## src/rtl/arp_rx_if.sv

```systemverilog
// GMII receive bus and parsed ARP result shared by the arp_rx parser and its consumers.
// master drives the GMII side and observes results; slave is the parser itself.
interface arp_rx_if;
    logic [7:0]  gmii_rx_data;
    logic        gmii_rx_dv;
    logic        gmii_rx_er;
    logic        arp_rx_done;
    logic        arp_rx_type;
    logic [47:0] src_mac;
    logic [31:0] src_ip;
    logic        crc_err;

    modport master (
        output gmii_rx_data, gmii_rx_dv, gmii_rx_er,
        input  arp_rx_done, arp_rx_type, src_mac, src_ip, crc_err
    );
    modport slave (
        input  gmii_rx_data, gmii_rx_dv, gmii_rx_er,
        output arp_rx_done, arp_rx_type, src_mac, src_ip, crc_err
    );
endinterface

```

## src/rtl/arp_rx.sv

```systemverilog
// GMII receive-side ARP parser: strips preamble/SFD, filters DA/EtherType/target IP,
// checks the FCS and reports sender MAC/IP of each accepted ARP request or reply.
module arp_rx #(
    parameter logic [47:0] LOCAL_MAC = 48'h000A3501FEC0,
    parameter logic [31:0] LOCAL_IP  = 32'hC0A80002,
    parameter int          MAX_FRAME = 1518
) (
    input  logic    gmii_clk,
    input  logic    sys_rst_n,
    arp_rx_if.slave bus
);
    typedef enum logic [2:0] {IDLE, PREAMBLE, HDR, ARP, TRAIL, DROP} state_t;

    localparam logic [10:0] LAST_IDX    = 11'(MAX_FRAME - 1);
    localparam logic [10:0] MIN_LEN     = 11'd64;
    localparam logic [31:0] CRC_RESIDUE = 32'hDEBB20E3;

    state_t      r_state, w_next;
    logic [3:0]  r_pre_cnt;
    logic [10:0] r_idx;
    logic [31:0] r_crc;
    logic        r_armed;
    logic        r_bc, r_uc;
    logic        r_sh_type;
    logic [47:0] r_sh_mac;
    logic [31:0] r_sh_ip;
    logic        r_done, r_type, r_crc_err;
    logic [47:0] r_mac;
    logic [31:0] r_ip;

    logic [7:0]  w_data;
    logic        w_dv, w_er;
    logic [7:0]  w_mac_byte, w_ip_byte;
    logic        w_bc, w_uc, w_hdr_ok, w_arp_ok;
    logic        w_pre_load, w_pre_inc, w_start, w_take, w_fin;
    logic        w_done, w_crc_bad;

    assign w_data = bus.gmii_rx_data;
    assign w_dv   = bus.gmii_rx_dv;
    assign w_er   = bus.gmii_rx_er;

    assign bus.arp_rx_done = r_done;
    assign bus.arp_rx_type = r_type;
    assign bus.src_mac     = r_mac;
    assign bus.src_ip      = r_ip;
    assign bus.crc_err     = r_crc_err;

    // Reflected CRC-32, one byte per call, LSB of the byte first.
    function automatic logic [31:0] crc_byte(input logic [31:0] c, input logic [7:0] d);
        logic [31:0] x;
        x = c;
        for (int i = 0; i < 8; i++)
            x = (x[0] ^ d[i]) ? ((x >> 1) ^ 32'hEDB88320) : (x >> 1);
        return x;
    endfunction

    // Expected byte of LOCAL_MAC / LOCAL_IP for the current index, wire order.
    always_comb begin
        w_mac_byte = 8'h00;
        case (r_idx[2:0])
            3'd0:    w_mac_byte = LOCAL_MAC[47:40];
            3'd1:    w_mac_byte = LOCAL_MAC[39:32];
            3'd2:    w_mac_byte = LOCAL_MAC[31:24];
            3'd3:    w_mac_byte = LOCAL_MAC[23:16];
            3'd4:    w_mac_byte = LOCAL_MAC[15:8];
            3'd5:    w_mac_byte = LOCAL_MAC[7:0];
            default: w_mac_byte = 8'h00;
        endcase
        w_ip_byte = 8'h00;
        case (r_idx[1:0])
            2'd2:    w_ip_byte = LOCAL_IP[31:24];
            2'd3:    w_ip_byte = LOCAL_IP[23:16];
            2'd0:    w_ip_byte = LOCAL_IP[15:8];
            default: w_ip_byte = LOCAL_IP[7:0];
        endcase
    end

    // DA may be broadcast or our MAC; both candidates are tracked across bytes 0-5.
    always_comb begin
        w_bc     = ((r_idx == 11'd0) | r_bc) & (w_data == 8'hFF);
        w_uc     = ((r_idx == 11'd0) | r_uc) & (w_data == w_mac_byte);
        w_hdr_ok = 1'b1;
        case (r_idx)
            11'd0, 11'd1, 11'd2,
            11'd3, 11'd4, 11'd5: w_hdr_ok = w_bc | w_uc;
            11'd12:              w_hdr_ok = (w_data == 8'h08);
            11'd13:              w_hdr_ok = (w_data == 8'h06);
            default:             w_hdr_ok = 1'b1;
        endcase
        w_arp_ok = 1'b1;
        case (r_idx)
            11'd14, 11'd17, 11'd20: w_arp_ok = (w_data == 8'h00);
            11'd15:                 w_arp_ok = (w_data == 8'h01);
            11'd16:                 w_arp_ok = (w_data == 8'h08);
            11'd18:                 w_arp_ok = (w_data == 8'h06);
            11'd19:                 w_arp_ok = (w_data == 8'h04);
            11'd21:                 w_arp_ok = (w_data == 8'h01) || (w_data == 8'h02);
            11'd38, 11'd39,
            11'd40, 11'd41:         w_arp_ok = (w_data == w_ip_byte);
            default:                w_arp_ok = 1'b1;
        endcase
    end

    always_ff @(posedge gmii_clk) begin
        if (!sys_rst_n) r_state <= IDLE;
        else            r_state <= w_next;
    end

    always_comb begin
        w_next     = r_state;
        w_pre_load = 1'b0;
        w_pre_inc  = 1'b0;
        w_start    = 1'b0;
        w_take     = 1'b0;
        w_fin      = 1'b0;
        case (r_state)
            IDLE: begin
                // After reset, a frame already in flight is ignored until dv drops.
                if (r_armed && w_dv) begin
                    if (w_data == 8'h55) begin
                        w_next     = PREAMBLE;
                        w_pre_load = 1'b1;
                    end else begin
                        w_next = DROP;
                    end
                end
            end
            PREAMBLE: begin
                if (!w_dv)                   w_next = IDLE;
                else if (w_er)               w_next = DROP;
                else if (w_data == 8'h55) begin
                    if (r_pre_cnt >= 4'd7)   w_next = DROP;
                    else                     w_pre_inc = 1'b1;
                end else if (w_data == 8'hD5 && r_pre_cnt != 4'd0) begin
                    w_next  = HDR;
                    w_start = 1'b1;
                end else                     w_next = DROP;
            end
            HDR: begin
                if (!w_dv)                   w_next = IDLE;
                else if (w_er || !w_hdr_ok)  w_next = DROP;
                else begin
                    w_take = 1'b1;
                    if (r_idx == 11'd13) w_next = ARP;
                end
            end
            ARP: begin
                if (!w_dv)                   w_next = IDLE;
                else if (w_er || !w_arp_ok)  w_next = DROP;
                else begin
                    w_take = 1'b1;
                    if (r_idx == 11'd41) w_next = TRAIL;
                end
            end
            TRAIL: begin
                if (!w_dv) begin
                    w_next = IDLE;
                    w_fin  = 1'b1;
                end else if (w_er || r_idx > LAST_IDX) begin
                    w_next = DROP;
                end else begin
                    w_take = 1'b1;
                end
            end
            DROP:    if (!w_dv) w_next = IDLE;
            default: w_next = IDLE;
        endcase
        // r_idx equals the byte count here, FCS included.
        w_done    = w_fin && (r_idx >= MIN_LEN) && (r_crc == CRC_RESIDUE);
        w_crc_bad = w_fin && (r_idx >= MIN_LEN) && (r_crc != CRC_RESIDUE);
    end

    always_ff @(posedge gmii_clk) begin
        if (!sys_rst_n) begin
            r_armed   <= 1'b0;
            r_pre_cnt <= 4'd0;
            r_idx     <= 11'd0;
            r_crc     <= 32'hFFFFFFFF;
            r_bc      <= 1'b0;
            r_uc      <= 1'b0;
            r_sh_type <= 1'b0;
            r_sh_mac  <= 48'd0;
            r_sh_ip   <= 32'd0;
            r_done    <= 1'b0;
            r_crc_err <= 1'b0;
            r_type    <= 1'b0;
            r_mac     <= 48'd0;
            r_ip      <= 32'd0;
        end else begin
            if (!w_dv) r_armed <= 1'b1;

            if (w_pre_load)     r_pre_cnt <= 4'd1;
            else if (w_pre_inc) r_pre_cnt <= r_pre_cnt + 4'd1;

            if (w_start) begin
                r_idx <= 11'd0;
                r_crc <= 32'hFFFFFFFF;
            end else if (w_take) begin
                r_crc <= crc_byte(r_crc, w_data);
                if (r_idx != 11'h7FF) r_idx <= r_idx + 11'd1;
            end

            if (w_take && r_idx < 11'd6) begin
                r_bc <= w_bc;
                r_uc <= w_uc;
            end
            // Sender fields go to shadows so a later-rejected frame never disturbs outputs.
            if (w_take && r_idx == 11'd21)
                r_sh_type <= w_data[1];
            if (w_take && r_idx >= 11'd22 && r_idx <= 11'd27)
                r_sh_mac <= {r_sh_mac[39:0], w_data};
            if (w_take && r_idx >= 11'd28 && r_idx <= 11'd31)
                r_sh_ip <= {r_sh_ip[23:0], w_data};

            r_done    <= w_done;
            r_crc_err <= w_crc_bad;
            if (w_done) begin
                r_type <= r_sh_type;
                r_mac  <= r_sh_mac;
                r_ip   <= r_sh_ip;
            end
        end
    end
endmodule

```

## src/flat_wrapper.sv

```systemverilog
// flat-port wrapper written by rule: the top's interface ports become plain ports
module arp_rx_flat 
#(
    parameter logic [47:0] LOCAL_MAC = 48'h000A3501FEC0,
    parameter logic [31:0] LOCAL_IP  = 32'hC0A80002,
    parameter int          MAX_FRAME = 1518
)
  (gmii_clk, sys_rst_n, bus_gmii_rx_data, bus_gmii_rx_dv, bus_gmii_rx_er, bus_arp_rx_done, bus_arp_rx_type, bus_src_mac, bus_src_ip, bus_crc_err);
  arp_rx_if bus_i ();
  input  logic gmii_clk;
  input  logic sys_rst_n;
  input wire logic [$bits(bus_i.gmii_rx_data)-1:0] bus_gmii_rx_data;
  input wire logic [$bits(bus_i.gmii_rx_dv)-1:0] bus_gmii_rx_dv;
  input wire logic [$bits(bus_i.gmii_rx_er)-1:0] bus_gmii_rx_er;
  output wire logic [$bits(bus_i.arp_rx_done)-1:0] bus_arp_rx_done;
  output wire logic [$bits(bus_i.arp_rx_type)-1:0] bus_arp_rx_type;
  output wire logic [$bits(bus_i.src_mac)-1:0] bus_src_mac;
  output wire logic [$bits(bus_i.src_ip)-1:0] bus_src_ip;
  output wire logic [$bits(bus_i.crc_err)-1:0] bus_crc_err;
  assign bus_i.gmii_rx_data = bus_gmii_rx_data;
  assign bus_i.gmii_rx_dv = bus_gmii_rx_dv;
  assign bus_i.gmii_rx_er = bus_gmii_rx_er;
  assign bus_arp_rx_done = bus_i.arp_rx_done;
  assign bus_arp_rx_type = bus_i.arp_rx_type;
  assign bus_src_mac = bus_i.src_mac;
  assign bus_src_ip = bus_i.src_ip;
  assign bus_crc_err = bus_i.crc_err;
  arp_rx #(.LOCAL_MAC(LOCAL_MAC), .LOCAL_IP(LOCAL_IP), .MAX_FRAME(MAX_FRAME)) u_core (.gmii_clk(gmii_clk), .sys_rst_n(sys_rst_n), .bus(bus_i));
endmodule
```

## config.mk

```make
export PLATFORM = sky130hd
export DESIGN_NAME = arp_rx_flat
export DESIGN_NICKNAME = d
export VERILOG_FILES = /design/src/rtl/arp_rx_if.sv /design/src/rtl/arp_rx.sv /design/src/flat_wrapper.sv
export SDC_FILE = /design/constraint.sdc
export NUM_CORES = 1
export LEC_CHECK = 0
export ABC_AREA = 1
export CAP_MARGIN = 30
export CORE_ASPECT_RATIO = 1.5
export CORE_MARGIN = 2
export CORE_UTILIZATION = 45
export DETAILED_ROUTE_END_ITERATION = 10
export PLACE_DENSITY = 0.79
export SLEW_MARGIN = 5
export SYNTH_ARGS = -nofsm -noshare
export SYNTH_HDL_FRONTEND = slang
export SYNTH_SLANG_ARGS = --single-unit
```

## constraint.sdc

```tcl
create_clock -name gmii_clk -period 2.56 [get_ports gmii_clk]
set_input_delay 0.768 -clock gmii_clk [delete_from_list [all_inputs] [get_ports gmii_clk]]
set_output_delay 0.768 -clock gmii_clk [all_outputs]
set_load 0.005 [all_outputs]
```

# Word-level counts from Yosys, hierarchy flattened
# Cells that the tools add are included.
# W data, S select, Z words.
# word_totals
reg_bits,217
inputBits,12
output_inout_bits,83
word_cells,181
# classes
add_sub_neg,2
magnitude_cmp,8
n_eq_ne,50
n_mux,53
n_bitwise,22
n_reduce_logical,30
# op_table
op,n
$mux W32,8
$not A13 Y14,8
$eq A11 B5 Y1 const B,6
$mux W3,16
$eq A11 B4 Y1 const B,4
$eq A11 B6 Y1 const B,4
$pmux W8 S5,1
$eq A32 B32 Y1 const B,1
$ne A32 B32 Y1 const B,1
$pmux W8 S3,1
$mux W1,23
$eq A11 B2 Y1 const B,2
$eq A11 B3 Y1 const B,2
$ge A11 B5 Y1 const B,2
$le A11 B5 Y1 const B,2
$pmux W3 S6,1
$eq A8 B3 Y1 const B,2
$eq A8 B8 Y1,2
$eq A8 B8 Y1 const B,2
$eq A3 B2 Y1 const B,4
$eq A3 B3 Y1 const B,4
$add A11 B1 Y11 const B,1
$eq A11 B1 Y1 const B,1
$ge A11 B7 Y1 const B,1
other kinds (37),66

# Longest topological paths before layout
# logic_depth
depth_word,16
depth_mapped,22
ltp_nobuf,20

# Worst setup path before layout
# Ideal clock, no wire load.
# synth_path
path_kind,in2reg
start,input bus_gmii_rx_data[0]
end,register u_core.r_sh_mac[10]
setup_ns,0.112
arrival_ns,2.437
setup_slack_ns,0.011
stages,16
path_buffers,4
path_cell_list,buf_2 > inv_1 > nand2_1 > nor2_1 > nand2_1 > o22ai_1 > nor2_1 > nand2_1 > nand2_1 > a21boi_1 > buf_4 > nand3_4 > buf_6 > buf_6 > nor2_2 > nor2_1
# synth_between
elab_chain_len,11
# synth_rtl
item,line,source
start: declaration,flat_wrapper.sv:12,input wire logic [$bits(bus_i.gmii_rx_data)-1:0] bus_gmii_rx_data;
$eq A8 B8 Y1 (on tied branches),"arp_rx.sv:80, arp_rx.sv:81",
$and A1 B1 Y1 (on tied branches),"arp_rx.sv:80, arp_rx.sv:81",
$or A1 B1 Y1,arp_rx.sv:85,"11'd3, 11'd4, 11'd5: w_hdr_ok = w_bc | w_uc;"
$pmux W1 S3,arp_rx.sv:83,case (r_idx)
$logic_not A1 Y1,arp_rx.sv:141,else if (w_er || !w_hdr_ok) w_next = DROP;
$logic_or A1 B1 Y1,arp_rx.sv:141,
$mux W1,arp_rx.sv:141,
$mux W1,arp_rx.sv:140,if (!w_dv) w_next = IDLE;
$pmux W1 S3 *,arp_rx.sv:116,case (r_state)
$logic_and A1 B1 Y1 * (2 in a row),arp_rx.sv:210,if (w_take && r_idx >= 11'd22 && r_idx <= 11'd27)
end signal: assignment,arp_rx.sv:211,"r_sh_mac <= {r_sh_mac[39:0], w_data};"
end: declaration,arp_rx.sv:25,logic [47:0] r_sh_mac;
# Every way passes the cells marked *; elsewhere a longest branch is shown, timed or not.
# A chain may end at the register's enable or synchronous reset.

# Worst setup path after layout
# layout_path
start,register u_core.r_idx[0]
end,register u_core.r_crc[27]
# layout_between
elab_chain_len,11
# layout_rtl
item,line,source
start: declaration,arp_rx.sv:20,logic [10:0] r_idx;
start signal: assignment,arp_rx.sv:200,if (r_idx != 11'h7FF) r_idx <= r_idx + 11'd1;
$eq A3 B3 Y1 (tied with other cells),arp_rx.sv:60,case (r_idx[2:0])
$pmux W8 S5,arp_rx.sv:60,
$eq A8 B8 Y1,arp_rx.sv:81,w_uc = ((r_idx == 11'd0) | r_uc) & (w_data == w_mac_byte);
$and A1 B1 Y1,arp_rx.sv:81,
$or A1 B1 Y1,arp_rx.sv:85,
$pmux W1 S3,arp_rx.sv:83,
$logic_not A1 Y1,arp_rx.sv:141,
$logic_or A1 B1 Y1,arp_rx.sv:141,
$mux W1,arp_rx.sv:141,
$mux W1,arp_rx.sv:140,
$pmux W1 S3 *,arp_rx.sv:116,
end signal: assignment,arp_rx.sv:199,"r_crc <= crc_byte(r_crc, w_data);"
end: declaration,arp_rx.sv:21,logic [31:0] r_crc;
# Marks and branches as above.

==> results.yml <==
status:
  outcome: "complete, but fails checks"
  violations: "negative setup slack"
route:
  routed_wl_um: 30500
  via_per_inst: 5.22
  dr.pass1.iters: 5
  drt-initial-drc-count: 681
  drc: 0
  drtAntennaViolNets: 0
  routedWlPerCell_um: 16.0
  route.vias.total: 9959
global_routing:
  grt_pass1_wl_um: 45800
  grt_max_degree: 92
  overflow: 0
  track_usage: 0.234
  first_global_vias: 9622
  antenna_found_initial: 0
synth:
  synth_nets: 1419
  synthXorXnorAreaFrac: 0.0817
  async_flop_share: 0
  yosysWarnings: 0
  seq_area_frac_synth: 0.430
  synth-seq-cells: 217
  synth_mux_area_frac: 0
  synth_compound_area_frac: 0.127
  synth_edf_count: 0
  syn_inst: 1400
  synthDistinctLibCells: 42
  synth_adder_area_share: 0.00867
  postSynthAreaPerCell_um2: 7.22
  synth_ff_type: "dfxtp_1"
  synth-simple-area-share: 0.257
  netlist_area_um2: 10100
  synth_top_family_by_area: "simple AND/OR/NAND/NOR gates"
worst_setup_path:
  path_buf_inv: 5
  crit_slowest_cell: "dfxtp_4"
  cp_top_family: "simple AND/OR/NAND/NOR gates"
  cp_slowest_stage_delay_ps: 380
  r2r_start: "u_core.r_idx[0]"
  crit_fanout: 8
  critPathKind: "reg -> reg"
  startpoint: "u_core.r_idx[0]"
  required_ps: 2950
  cp-start-kind: "register"
  crit_path_end_kind: "register"
  worstPathArrival_ps: 3110
  crit_chain: "buf_6 -> ha_4 -> nand2_2 -> nand2_2 -> nand2_1 -> nand2_1 -> nor2_2 -> nand3_2 -> nand2_1 -> nand2_1 -> nand2_2 -> nand2_2 -> a21boi_2 -> buf_4 -> buf_8 -> buf_12 -> nand2_8 -> clkbuf_16 -> a21oi_1 -> o21ai_1"
die:
  start_util: 0.455
  die_area_um2: 23700
  die_w_um: 126
  core-area_um2: 22200
  die-height_um: 188
  rows: 67
  ioPinCount: 95
timing:
  fin_crit_ps: 2720
  max_freq_mhz: 368
  fin_skew_ps: 17.8
  setup_ws_ps: -160
  fin_crit_sh: 1.06
  worstMarginPinSlew_ps: 712
  final-hold-violation-count: 0
  rsz0062_at_grt: "yes"
  drv_slew: 0
  relSlewSlack: 0.521
  setup_violations: 83
power_and_ir_drop:
  peakVddDrop_uv: 681
  powerDensity_nw_per_um2: 668
  leakagePower_nw: 6.43
finish:
  fin_area_um2: 13900
  regArea_um2: 4360
  area_growth_pct: 37.3
  layout-drive-gt1-share: 0.234
  diodes: 0
  fin_nets: 1637
  multi_input_area_um2: 5320
  final_common_cell: "nand2_1"
  nFillCells: 1786
  fin_cells: 1907
  final_cell_mix: "262 x nand2_1, 212 x dfxtp_1, 165 x nor2_1, 137 x inv_1, 135 x buf_4"
clock_tree:
  root_buffer: "clkbuf_16"
  cts_tree: "done"
  path_clk_slew_ps: 70
  clock_latency_ps: 500
  htree_levels: 1
  cts_inserted_buffers: 20
  clock_path_buffers: 3
  numClockSinks: 217
placement:
  gp_congestion: 0.976
  dp_cells: 1835
  hpwlAfterDp_um: 19800
  place_area_um2: 12200
  portBuffers: 94
min_path:
  min-delay-start: "u_core.r_sh_mac[44]"
  hold_path_class: "reg -> reg"
flow_run:
  max-cap-violations: 0
-- worst paths after layout --
| kind | to | slack [ps] | cells past startpoint |
|---|---|---|---|
| min | u_core.bus.src_mac[44] | 450 | 2 |
| max reg2reg | u_core.r_crc[27] | -160 | 20 |
| min reg2reg | u_core.bus.src_mac[44] | 450 | 2 |
| max | u_core.r_crc[27] | -160 | 20 |
-- state kept, by name (all words and copies together), names as in the netlist --
| register | count |
|---|---|
| u_core.r_state | 3 |
| u_core.bus.crc_err | 1 |
| u_core.r_sh_type | 1 |
| u_core.r_armed | 1 |
| u_core.bus.src_mac | 48 |
| u_core.r_sh_ip | 32 |
| u_core.r_uc | 1 |
| u_core.bus.arp_rx_type | 1 |
| u_core.bus.arp_rx_done | 1 |
| u_core.r_pre_cnt | 4 |
| u_core.r_bc | 1 |
| u_core.bus.src_ip | 32 |
| u_core.r_sh_mac | 48 |
| u_core.r_idx | 11 |
| u_core.r_crc | 32 |
-- what timing repair did --
| item | CTS | global route |
|---|---|---|
| cloned | 5 | 6 |
| resized for setup | 87 | 147 |
| buffers inserted | 16 | 15 |
| hold buffers | 0 | 0 |
| pin swaps | 20 | 30 |
| setup endpoints to repair | 129 | 129 |
-- worst reg2reg max path, stage by stage (launching register included) --
cell and delay [ps]:
dfxtp_4 380, buf_6 130, ha_4 200, nand2_2 100, nand2_2 70, nand2_1 70, nand2_1 80, nor2_2 140
nand3_2 100, nand2_1 70, nand2_1 70, nand2_2 90, nand2_2 70, a21boi_2 150, buf_4 150, buf_8 120
buf_12 110, nand2_8 90, clkbuf_16 200, a21oi_1 140, o21ai_1 90
-- cells in the mapped netlist (2+ instances only) --
library cell,instances,area share
o21ai_0,104,0.052
o211ai_1,14,0.010
a2111oi_0,3,0.0026
buf_4,3,0.0022
clkbuf_1,35,0.013
dfxtp_1,217,0.43
nand3_1,39,0.019
ha_1,7,0.0087
nor4_1,3,0.0019
xnor2_1,29,0.025
nor2_2,21,0.013
xor2_2,2,0.0032
nand3b_1,2,0.0015
nand4_1,27,0.017
nor2_1,200,0.074
buf_2,28,0.014
nand2_4,2,0.0022
a21oi_1,116,0.057
nor2_4,2,0.0022
nor3_1,6,0.0030
xor2_1,51,0.044
clkinv_1,3,0.0011
xnor2_2,4,0.0064
a211oi_1,2,0.0015
nand2_2,4,0.0025
inv_2,3,0.0011
buf_6,9,0.010
inv_1,145,0.054
nand2_1,305,0.11
nand3_4,2,0.0035
-- cell type report --
cell class,instances,share of cell area
well taps,276,0.0249
clock inverters,5,0.00379
flip-flops and latches,217,0.314
clock buffers,30,0.0425
multi-input cells,958,0.383
inverters,151,0.0419
repair buffers,270,0.190
-- where the power goes --
group | internal, mW | switching, mW
registers | 3.49 | 0.143
logic | 1.25 | 1.43
clock network | 1.69 | 1.26
total | 6.43 | 2.83
-- cell families after synthesis --
| group | after synthesis |
|---|---|
| xor+xnor | 87 |
| simple gates | 619 |
| buf+inv | 226 |
| compound gates | 244 |
| flops | 217 |
| fa+ha+maj | 7 |
-- metal layers --
metal,global-route usage,vias up,wire length (µm)
met5,0,-,0
met4,0.132,0,2190
met3,0.0274,151,1350
met2,0.447,369,16100
met1,0.242,4588,10900
li1,-,4851,-
-- stage by stage --
| step | utilization | hold slack, ps | power [mW] | setup slack, ps | setup TNS, ps |
|---|---|---|---|---|---|
| 2_1_floorplan | - | 430 | 5.00 | 11.2 | 0 |
| 3_3_place_gp | 0.547 | 441 | 5.74 | -892 | -107180 |
| 3_5_place_dp | 0.547 | 443 | 5.78 | -1020 | -123520 |
| 4_1_cts | 0.597 | 453 | 8.90 | -32.3 | -470 |
| 5_1_grt | 0.625 | 475 | 9.62 | -239 | -18250 |
| 6_report | 0.625 | 453 | 9.27 | -160 | -7430 |
Power figures use the tool's default switching activity.
